**config.mk**
```make
export PLATFORM = sky130hd
export DESIGN_NAME = logic_reduce_accum
export DESIGN_NICKNAME = d
export VERILOG_FILES = /design/src/rtl/logic_reduce_accum_pkg.sv /design/src/rtl/logic_reduce_accum_lane_reduce.sv /design/src/rtl/logic_reduce_accum.sv
export SDC_FILE = /design/constraint.sdc
export NUM_CORES = 1
export LEC_CHECK = 0
export BUFFER_PORTS_ARGS = -buffer_cell sky130_fd_sc_hd__buf_4
export CAP_MARGIN = 0
export CORE_MARGIN = 5
export CORE_UTILIZATION = 45
export CTS_CLUSTER_DIAMETER = 60
export DETAILED_ROUTE_END_ITERATION = 10
export GPL_ROUTABILITY_DRIVEN = 0
export PLACE_DENSITY_LB_ADDON = 0.12
export SLEW_MARGIN = 20
export SYNTH_ARGS = -nofsm -noshare
export SYNTH_HDL_FRONTEND = slang
export SYNTH_SLANG_ARGS = --single-unit
export TNS_END_PERCENT = 20
```
**constraint.sdc**
```tcl
create_clock -name clk -period 14.2 [get_ports clk]
set_input_delay 2.13 -clock clk [delete_from_list [all_inputs] [get_ports clk]]
set_output_delay 2.13 -clock clk [all_outputs]
set_load 0.05 [all_outputs]
```
**src/rtl/logic_reduce_accum_pkg.sv**
```systemverilog
// Shared op codes, FSM state encodings and op helpers for the logic reduce/accumulate block.
package logic_reduce_accum_pkg;

    typedef enum logic [1:0] {
        OP_AND  = 2'b00,
        OP_OR   = 2'b01,
        OP_XOR  = 2'b10,
        OP_NAND = 2'b11
    } op_t;

    typedef enum logic [1:0] {
        ST_IDLE  = 2'b00,
        ST_ACCUM = 2'b01,
        ST_HOLD  = 2'b10
    } state_t;

    // NAND folds as AND; the inversion is applied once to the final result.
    function automatic op_t op_core(input op_t op);
        return (op == OP_NAND) ? OP_AND : op;
    endfunction

endpackage

```
**src/rtl/logic_reduce_accum_lane_reduce.sv**
```systemverilog
// Purely combinational NUM_IN-lane bitwise fold; NAND is folded as AND.
module lane_reduce
    import logic_reduce_accum_pkg::*;
#(
    parameter int WIDTH  = 8,
    parameter int NUM_IN = 4
) (
    input  logic [1:0]              op,
    input  logic [NUM_IN*WIDTH-1:0] data,
    output logic [WIDTH-1:0]        result
);

    function automatic logic [WIDTH-1:0] fold2(input op_t o, input logic [WIDTH-1:0] a,
                                              input logic [WIDTH-1:0] b);
        case (o)
            OP_OR:   return a | b;
            OP_XOR:  return a ^ b;
            default: return a & b;
        endcase
    endfunction

    always_comb begin
        result = data[WIDTH-1:0];
        for (int k = 1; k < NUM_IN; k++) begin
            result = fold2(op_core(op_t'(op)), result, data[k*WIDTH +: WIDTH]);
        end
    end

endmodule

```
**src/rtl/logic_reduce_accum.sv**
```systemverilog
// Handshaked multi-lane bitwise reducer that accumulates the beats of a packet into one result.
module logic_reduce_accum
    import logic_reduce_accum_pkg::*;
#(
    parameter int WIDTH     = 8,
    parameter int NUM_IN    = 4,
    parameter int MAX_BEATS = 16
) (
    input  logic                               clk,
    input  logic                               rst_n,
    input  logic [1:0]                         op_sel,
    input  logic                               in_valid,
    output logic                               in_ready,
    input  logic [NUM_IN*WIDTH-1:0]            in_data,
    input  logic                               in_last,
    output logic                               out_valid,
    input  logic                               out_ready,
    output logic [WIDTH-1:0]                   out_data,
    output logic [$clog2(MAX_BEATS+1)-1:0]     out_beats,
    output logic                               out_overflow
);

    localparam int CNT_W = $clog2(MAX_BEATS + 1);

    state_t           state_q, state_d;
    logic [1:0]       op_q, op_eff;
    logic [WIDTH-1:0] acc_q, acc_d, lane_r, acc_fold;
    logic [CNT_W-1:0] cnt_q, cnt_d;
    logic             accept, first_beat, close_beat;

    // The op is taken from op_sel only on the first beat; later beats reuse the latched copy.
    assign first_beat = (state_q == ST_IDLE);
    assign op_eff     = first_beat ? op_sel : op_q;

    lane_reduce #(.WIDTH(WIDTH), .NUM_IN(NUM_IN)) u_lane_reduce (
        .op     (op_eff),
        .data   (in_data),
        .result (lane_r)
    );

    lane_reduce #(.WIDTH(WIDTH), .NUM_IN(2)) u_acc_fold (
        .op     (op_eff),
        .data   ({lane_r, acc_q}),
        .result (acc_fold)
    );

    always_comb begin
        accept     = in_valid && in_ready;
        cnt_d      = first_beat ? CNT_W'(1) : cnt_q + CNT_W'(1);
        acc_d      = first_beat ? lane_r : acc_fold;
        close_beat = in_last || (cnt_d == CNT_W'(MAX_BEATS));
    end

    always_ff @(posedge clk or negedge rst_n) begin
        if (!rst_n) begin
            state_q <= ST_IDLE;
        end else begin
            state_q <= state_d;
        end
    end

    always_comb begin
        state_d = state_q;
        case (state_q)
            ST_IDLE, ST_ACCUM: begin
                if (accept) begin
                    state_d = close_beat ? ST_HOLD : ST_ACCUM;
                end
            end
            ST_HOLD: begin
                if (out_ready) begin
                    state_d = ST_IDLE;
                end
            end
            default: state_d = ST_IDLE;
        endcase
    end

    always_comb begin
        in_ready  = rst_n && (state_q != ST_HOLD);
        out_valid = (state_q == ST_HOLD);
    end

    // Only accepted beats touch acc, so X on in_data while idle never reaches it.
    always_ff @(posedge clk or negedge rst_n) begin
        if (!rst_n) begin
            acc_q        <= '0;
            op_q         <= OP_AND;
            cnt_q        <= '0;
            out_data     <= '0;
            out_beats    <= '0;
            out_overflow <= 1'b0;
        end else if (accept) begin
            acc_q <= acc_d;
            cnt_q <= cnt_d;
            if (first_beat) begin
                op_q <= op_eff;
            end
            if (close_beat) begin
                out_data     <= (op_eff == OP_NAND) ? ~acc_d : acc_d;
                out_beats    <= cnt_d;
                out_overflow <= !in_last;
            end
        end
    end

endmodule

```
[Word level (Yosys, flattened, before mapping)]
Cells that the tools add are included.
Widths: inputs -> output; s select.
Operators by class
  eq/ne operators: 9
  $mul: 0
  reduce and logical (&&, ||, !) cells: 9
  mux-type cells: 13
  div/mod/pow operators: 0
  bitwise gates (word level): 13
  $lt $le $gt $ge: 0
  shifts and indexed selects: 0
  $add $sub $neg: 1
Operator list (number)
  $pmux 8 s2: 4
  $and 8x8->8: 4
  $or 8x8->8: 4
  $xor 8x8->8: 4
  $mux 8: 2
  $mux 2: 5
  $not 8->8: 1
  $eq 2x2->1 const B: 3
  $reduce_and 2->1: 3
  $add 5x1->5 const B: 1
  $eq 5x5->1 const B: 1
  $mux 5: 1
  $eq 2x1->1 const B: 2
  $ne 2x2->1 const B: 2
  $pmux 2 s2: 1
  $logic_and 1x1->1: 2
  $logic_not 2->1: 1
  $ne 2x1->1 const B: 1
  $reduce_or 2->1: 1
  $logic_not 1->1: 1
  $logic_or 1x1->1: 1
Storage, ports and cells
  bits in registers: 31
  bits of input ports: 39
  bits in writable memories: 0
  latch bits: 0
  bits in read-only memories: 0
  memories kept: 0

[Longest topological paths before layout]
  depth after elaboration: 15
  gate-level depth with buffers: 29

[Cells and area by module]
Synthesis repeated with hierarchy kept, for this count alone.
Unflattened totals
  cell total of the unflattened synthesis: 410
  area total of the unflattened synthesis: 3575.9 um^2
Modules (own cells, without submodules)
  logic_reduce_accum: times used 1, seq. area each 775.7 um^2, area each 1574.0 um^2, cells each 133
  lane_reduce at u_lane_reduce: times used 1, seq. area each 0.0 um^2, area each 1520.2 um^2, cells each 207
  lane_reduce at u_acc_fold: times used 1, seq. area each 0.0 um^2, area each 481.7 um^2, cells each 70

[Worst setup path before layout]
Ideal clock, no wire load.
  path type: input -> register
  start: in op_sel[1]
  end: reg out_data[1]
  arrival time: 5.768 ns
  path slack: 8.307 ns
  data required time: 14.075 ns
  path buffers: 3
  stages on the path: 21
  cells stage by stage: nand2_1 > nand2_1 > ha_1 > buf_2 > buf_6 > clkbuf_1 > nand2_1 > o21ai_0 > inv_1 > ha_1 > a22oi_1 > o21ai_0 > inv_1 > ha_1 > or2b_2 > a31o_2 > ha_1 > a221oi_4 > o22ai_2 > xor2_1 > mux2_4
On the way
  cells in the longest elaborated chain, start to end: 14
  elaborated cells on any way between the ends: 21
RTL lines
  from (decl): RTL line logic_reduce_accum.sv:11  | input logic [1:0] op_sel,
  $mux 2 (*): RTL line logic_reduce_accum.sv:33  | assign op_eff = first_beat ? op_sel : op_q;
  named net op_eff[1]: RTL line logic_reduce_accum.sv:26  | logic [1:0] op_q, op_eff;
  $eq 2x2->1: RTL line logic_reduce_accum_pkg.sv:19, logic_reduce_accum.sv:100
  $mux 2: RTL line logic_reduce_accum_pkg.sv:19  | return (op == OP_NAND) ? OP_AND : op;
  $eq 2x2->1 / $eq 2x1->1 (equally long branches): RTL line logic_reduce_accum_lane_reduce.sv:15  | case (o)
  $pmux 8 s2: RTL line logic_reduce_accum_lane_reduce.sv:15
  $and 8x8->8, or another cell as far along: RTL line logic_reduce_accum_lane_reduce.sv:18  | default: return a & b;
  $pmux 8 s2: RTL line logic_reduce_accum_lane_reduce.sv:15
  $and 8x8->8, or another cell as far along: RTL line logic_reduce_accum_lane_reduce.sv:18
  $pmux 8 s2: RTL line logic_reduce_accum_lane_reduce.sv:15
  $and 8x8->8, or another cell as far along: RTL line logic_reduce_accum_lane_reduce.sv:18
  $pmux 8 s2: RTL line logic_reduce_accum_lane_reduce.sv:15
  $mux 8: RTL line logic_reduce_accum.sv:50  | acc_d = first_beat ? lane_r : acc_fold;
  $not 8->8: RTL line logic_reduce_accum.sv:100  | out_data <= (op_eff == OP_NAND) ? ~acc_d : acc_d;
  $mux 8 (*): RTL line logic_reduce_accum.sv:100
  to (signal assigned): RTL line logic_reduce_accum.sv:100
  to (decl): RTL line logic_reduce_accum.sv:18  | output logic [WIDTH-1:0] out_data,
Mark *: on every way through the listed nets, which the timed path passes. The rest lies on a longest branch.
A chain may end at the register's enable or synchronous reset.

[Worst setup path after layout]
  start: in op_sel[0]
  end: reg out_data[4]
On the way
  cells in the longest elaborated chain, start to end: 14
  elaborated cells on any way between the ends: 21
RTL lines (RTL line)
  $mux 2 (*): logic_reduce_accum.sv:33
  $eq 2x2->1: logic_reduce_accum_pkg.sv:19, logic_reduce_accum.sv:100
  $mux 2: logic_reduce_accum_pkg.sv:19
  $eq 2x2->1 / $eq 2x1->1 (equally long branches): logic_reduce_accum_lane_reduce.sv:15
  $pmux 8 s2: logic_reduce_accum_lane_reduce.sv:15
  $and 8x8->8, or another cell as far along: logic_reduce_accum_lane_reduce.sv:18
  $pmux 8 s2: logic_reduce_accum_lane_reduce.sv:15
  $and 8x8->8, or another cell as far along: logic_reduce_accum_lane_reduce.sv:18
  $pmux 8 s2: logic_reduce_accum_lane_reduce.sv:15
  $and 8x8->8, or another cell as far along: logic_reduce_accum_lane_reduce.sv:18
  $pmux 8 s2: logic_reduce_accum_lane_reduce.sv:15
  $mux 8: logic_reduce_accum.sv:50
  $not 8->8: logic_reduce_accum.sv:100
  $mux 8 (*): logic_reduce_accum.sv:100
Every way passes the cells marked *; elsewhere a longest branch is shown, timed or not.

==> impl_metrics.env <==
export IMPL_synth_nets=507
export IMPL_hold_viol=0
export IMPL_min_period_ps=5825
export IMPL_clk_pin_slew_ps=70
export IMPL_rr_startpoint="state_q[1]"
export IMPL_wl_per_cell_microns=11.91
export IMPL_via_count=2623
export IMPL_layout_setup_ws_ps=8375
export IMPL_reg2reg_depth=21
export IMPL_instances_no_fill=548
export IMPL_antenna_found_initial=0
export IMPL_async_reset_ff_frac=1.000
export IMPL_grt_pass1_wl_mm=11.77
export IMPL_finalCoreUtilization=0.5194
export IMPL_min_to="out_beats[3]"
export IMPL_syn_to_final_growth_pct=13.76
export IMPL_detail_route_antenna_nets=0
export IMPL_drt_iter0_drc=90
export IMPL_crit_type="in2reg"
export IMPL_cts_tree="yes"
export IMPL_hold_class="reg2reg"
export IMPL_coreArea_sq_mm=0.007607
export IMPL_cts_root_buf="clkbuf_8"
export IMPL_track_usage=0.1428
export IMPL_fin_crit_sh=0.4102
export IMPL_finalHoldWorstSlack_ps=492.6
export IMPL_path_common_cell="ha_1"
export IMPL_ir_worst_vdd_mv=0.07298
export IMPL_initial_core_util=0.4566
export IMPL_power_total_mw=0.7201
export IMPL_vias_per_cell=4.786
export IMPL_critPathMaxStageDelay_ps=370
export IMPL_ff2ff_setup_slack_ps=9020
export IMPL_cp_arrival_ps=5990
export IMPL_synth_cell_types=48
export IMPL_grt_max_degree=50
export IMPL_syn_area_sq_mm=0.003473
export IMPL_tightest_slew_ps=863.5
export IMPL_synth_seq_area_share=0.2233
export IMPL_dp_slack_ps=8062
export IMPL_rsz0062_at_grt="false"
export IMPL_nFillCells=729
export IMPL_drcViolationCount=0
export IMPL_leakage_nw=2.126
export IMPL_dp_hpwl_mm=4.791
export IMPL_dieArea_sq_mm=0.009576
export IMPL_wl_mm=6.529
export IMPL_crit_path_end_kind="register"
export IMPL_placedCellCount=540
export IMPL_holdPathStages=2
export IMPL_clk_latency_ps=280
export IMPL_layout_drive_gt1_share=0.2354
export IMPL_status="finished, final reports clean"
export IMPL_min_delay_start="out_beats[3]"
export IMPL_fin_setup_tns_ps=0
export IMPL_cp_cell_sequence="buf_4, mux2i_1, ha_1, buf_4, a22oi_1, o21ai_0, inv_1, ha_1, a22oi_1, o21ai_0, inv_1, ha_1, nand2_1, a31oi_1, inv_1, ha_1, a221oi_1, a2bb2oi_2, xnor2_1, mux2_4"
export IMPL_crit_path_top_delay_cell="a221oi_1"
export IMPL_die_w_microns=97.86
export IMPL_synth_ff_type="dfrtp_1"
export IMPL_synth_edf_count=0
export IMPL_dr_pass1_iters=4
export IMPL_first_global_vias=2580
export IMPL_htreeDepth=2
export IMPL_cts_hold_buffers=0
export IMPL_crit_path_max_fanout=32
export IMPL_io_pins=55
export IMPL_port_buffers=54
export IMPL_n_antenna_cell=0
export IMPL_cap_viol_max_count=0
export IMPL_cp_data_required_time_ps=14360
export IMPL_setup_viol=0
export IMPL_rows=32
export IMPL_max_freq_ghz=0.1717
export IMPL_cts_resized=0
export IMPL_cts_setup_buffers=0
export IMPL_synth_top_cells_by_area="ha_1, dfrtp_1, inv_1, o21ai_0, nand2_1"
export IMPL_relSlewSlack=0.4243
export IMPL_post_route_cell_area_sq_mm=0.003951
export IMPL_ctsLongestPathBuffers=2
export IMPL_syn_area_per_cell_sq_um=8.683
export IMPL_nets=552
export IMPL_maxSlewViolCount=0
export IMPL_ys_warn_count=0
export IMPL_start_kind="primary input"
export IMPL_synth_cells=400
export IMPL_die_y_microns=97.86
export IMPL_clock_skew_final_ps=7.088
export IMPL_yosys_area_top_type_share=0.2450
export IMPL_powerDensity_mw_per_mm2=182.2
export IMPL_cts_sink_count=31
export IMPL_place_area_sq_mm=0.003870
export IMPL_worstReg2RegEnd="out_data[4]"
export IMPL_grt_overflow=0
export IMPL_cts_buffers=5
export IMPL_yosys_area_top_type="ha_1"
export IMPL_ys_seq_elements=31
[cells in the mapped netlist (2+ instances only)]
cell / number
nand2b_1: 7
ha_1: 68
a22oi_1: 16
nor3_1: 3
xnor2_1: 4
inv_1: 93
dfrtp_1: 31
clkbuf_1: 6
o21ai_0: 34
a31o_1: 3
nor2b_1: 7
nand2_2: 2
o22ai_2: 4
o21ai_2: 4
a2bb2oi_2: 4
buf_2: 2
nor2_1: 3
buf_6: 5
a31o_2: 2
buf_4: 4
buf_12: 2
nand2_1: 42
mux2_4: 7
a221oi_2: 4
mux2i_1: 2
xor2_1: 6
nand3_1: 5
a31oi_1: 4
a221oi_1: 3
mux2_2: 5
[worst max-delay path, delay by kind of cell]
| kind | cells | cell delay [ps] |
|---|---|---|
| buffers and inverters | 5 | 680 |
| xor gates and xnor gates | 1 | 90 |
| adders and majority gates | 4 | 990 |
| muxes | 2 | 440 |
| and+or+nand+nor | 1 | 40 |
| AOI/OAI and AO/OA | 7 | 1590 |
[logic make-up after synthesis]
group | after synthesis | share of synthesized area
multiplexers | 15 | 0.05619
XOR/XNOR | 10 | 0.02521
buffers and inverters | 113 | 0.1473
AO/OA/AOI/OAI | 85 | 0.1927
adder cells (fa/ha/maj) | 68 | 0.2450
flip-flops | 31 | 0.2233
AND/OR/NAND/NOR | 78 | 0.1102
[sequential cells by signal (all words and copies together) (netlist names)]
signal,cells
out_overflow,1
out_data,8
state_q,2
cnt_q,5
op_q,2
out_beats,5
acc_q,8
[worst max-delay path by stage]
| stage | start | end | slack, ps | depth (start not counted) |
|---|---|---|---|---|
| after global routing | op_sel[0] | out_data[4] | 8030 | 20 |
| after floorplan | op_sel[1] | out_data[1] | 8310 | 21 |
| after CTS | op_sel[0] | out_data[4] | 8350 | 20 |
| final | op_sel[0] | out_data[4] | 8370 | 20 |
| after global placement | op_sel[0] | out_data[4] | 8130 | 20 |
| after detailed placement | op_sel[0] | out_data[4] | 8060 | 20 |
[report_power, final]
group / total (mW) / switching, mW / internal, mW
Combinational: 0.509 / 0.299 / 0.210
Clock: 0.0683 / 0.0339 / 0.0344
Sequential: 0.143 / 0.0234 / 0.119
[routing by layer]
| metal | up-vias | routed length (microns) | global-route usage |
|---|---|---|---|
| li1 | 1384 | - | - |
| met1 | 1179 | 3206 | 0.1962 |
| met5 | - | 0 | 0 |
| met4 | 0 | 68 | 0.03727 |
| met2 | 54 | 2941 | 0.2330 |
| met3 | 6 | 313 | 0.02357 |
[layout make-up]
type	count	area (sq um)	share of cell area
multi-input cells	256	2186	0.5532
flip-flops and latches	31	775.7	0.1963
repair buffers	57	427.9	0.1083
inverters	94	352.8	0.08930
well taps	102	127.6	0.03230
clock buffers	7	76.32	0.01932
clock inverters	1	5.005	0.001267
[cells in the final DEF, fill, tap and decap left out, drive strengths merged, types with 6 or more instances in the layout]
master,Yosys,layout
xor2,6,6
inv,94,94
buf,13,57
clkbuf,6,7
dfrtp,31,31
ha,68,68
mux2,12,12
nand2,44,44
a221oi,8,8
nand2b,8,8
a22oi,16,16
o21ai,40,40
nor2b,7,7
No activity file was read; power rests on OpenSTA's default activity.
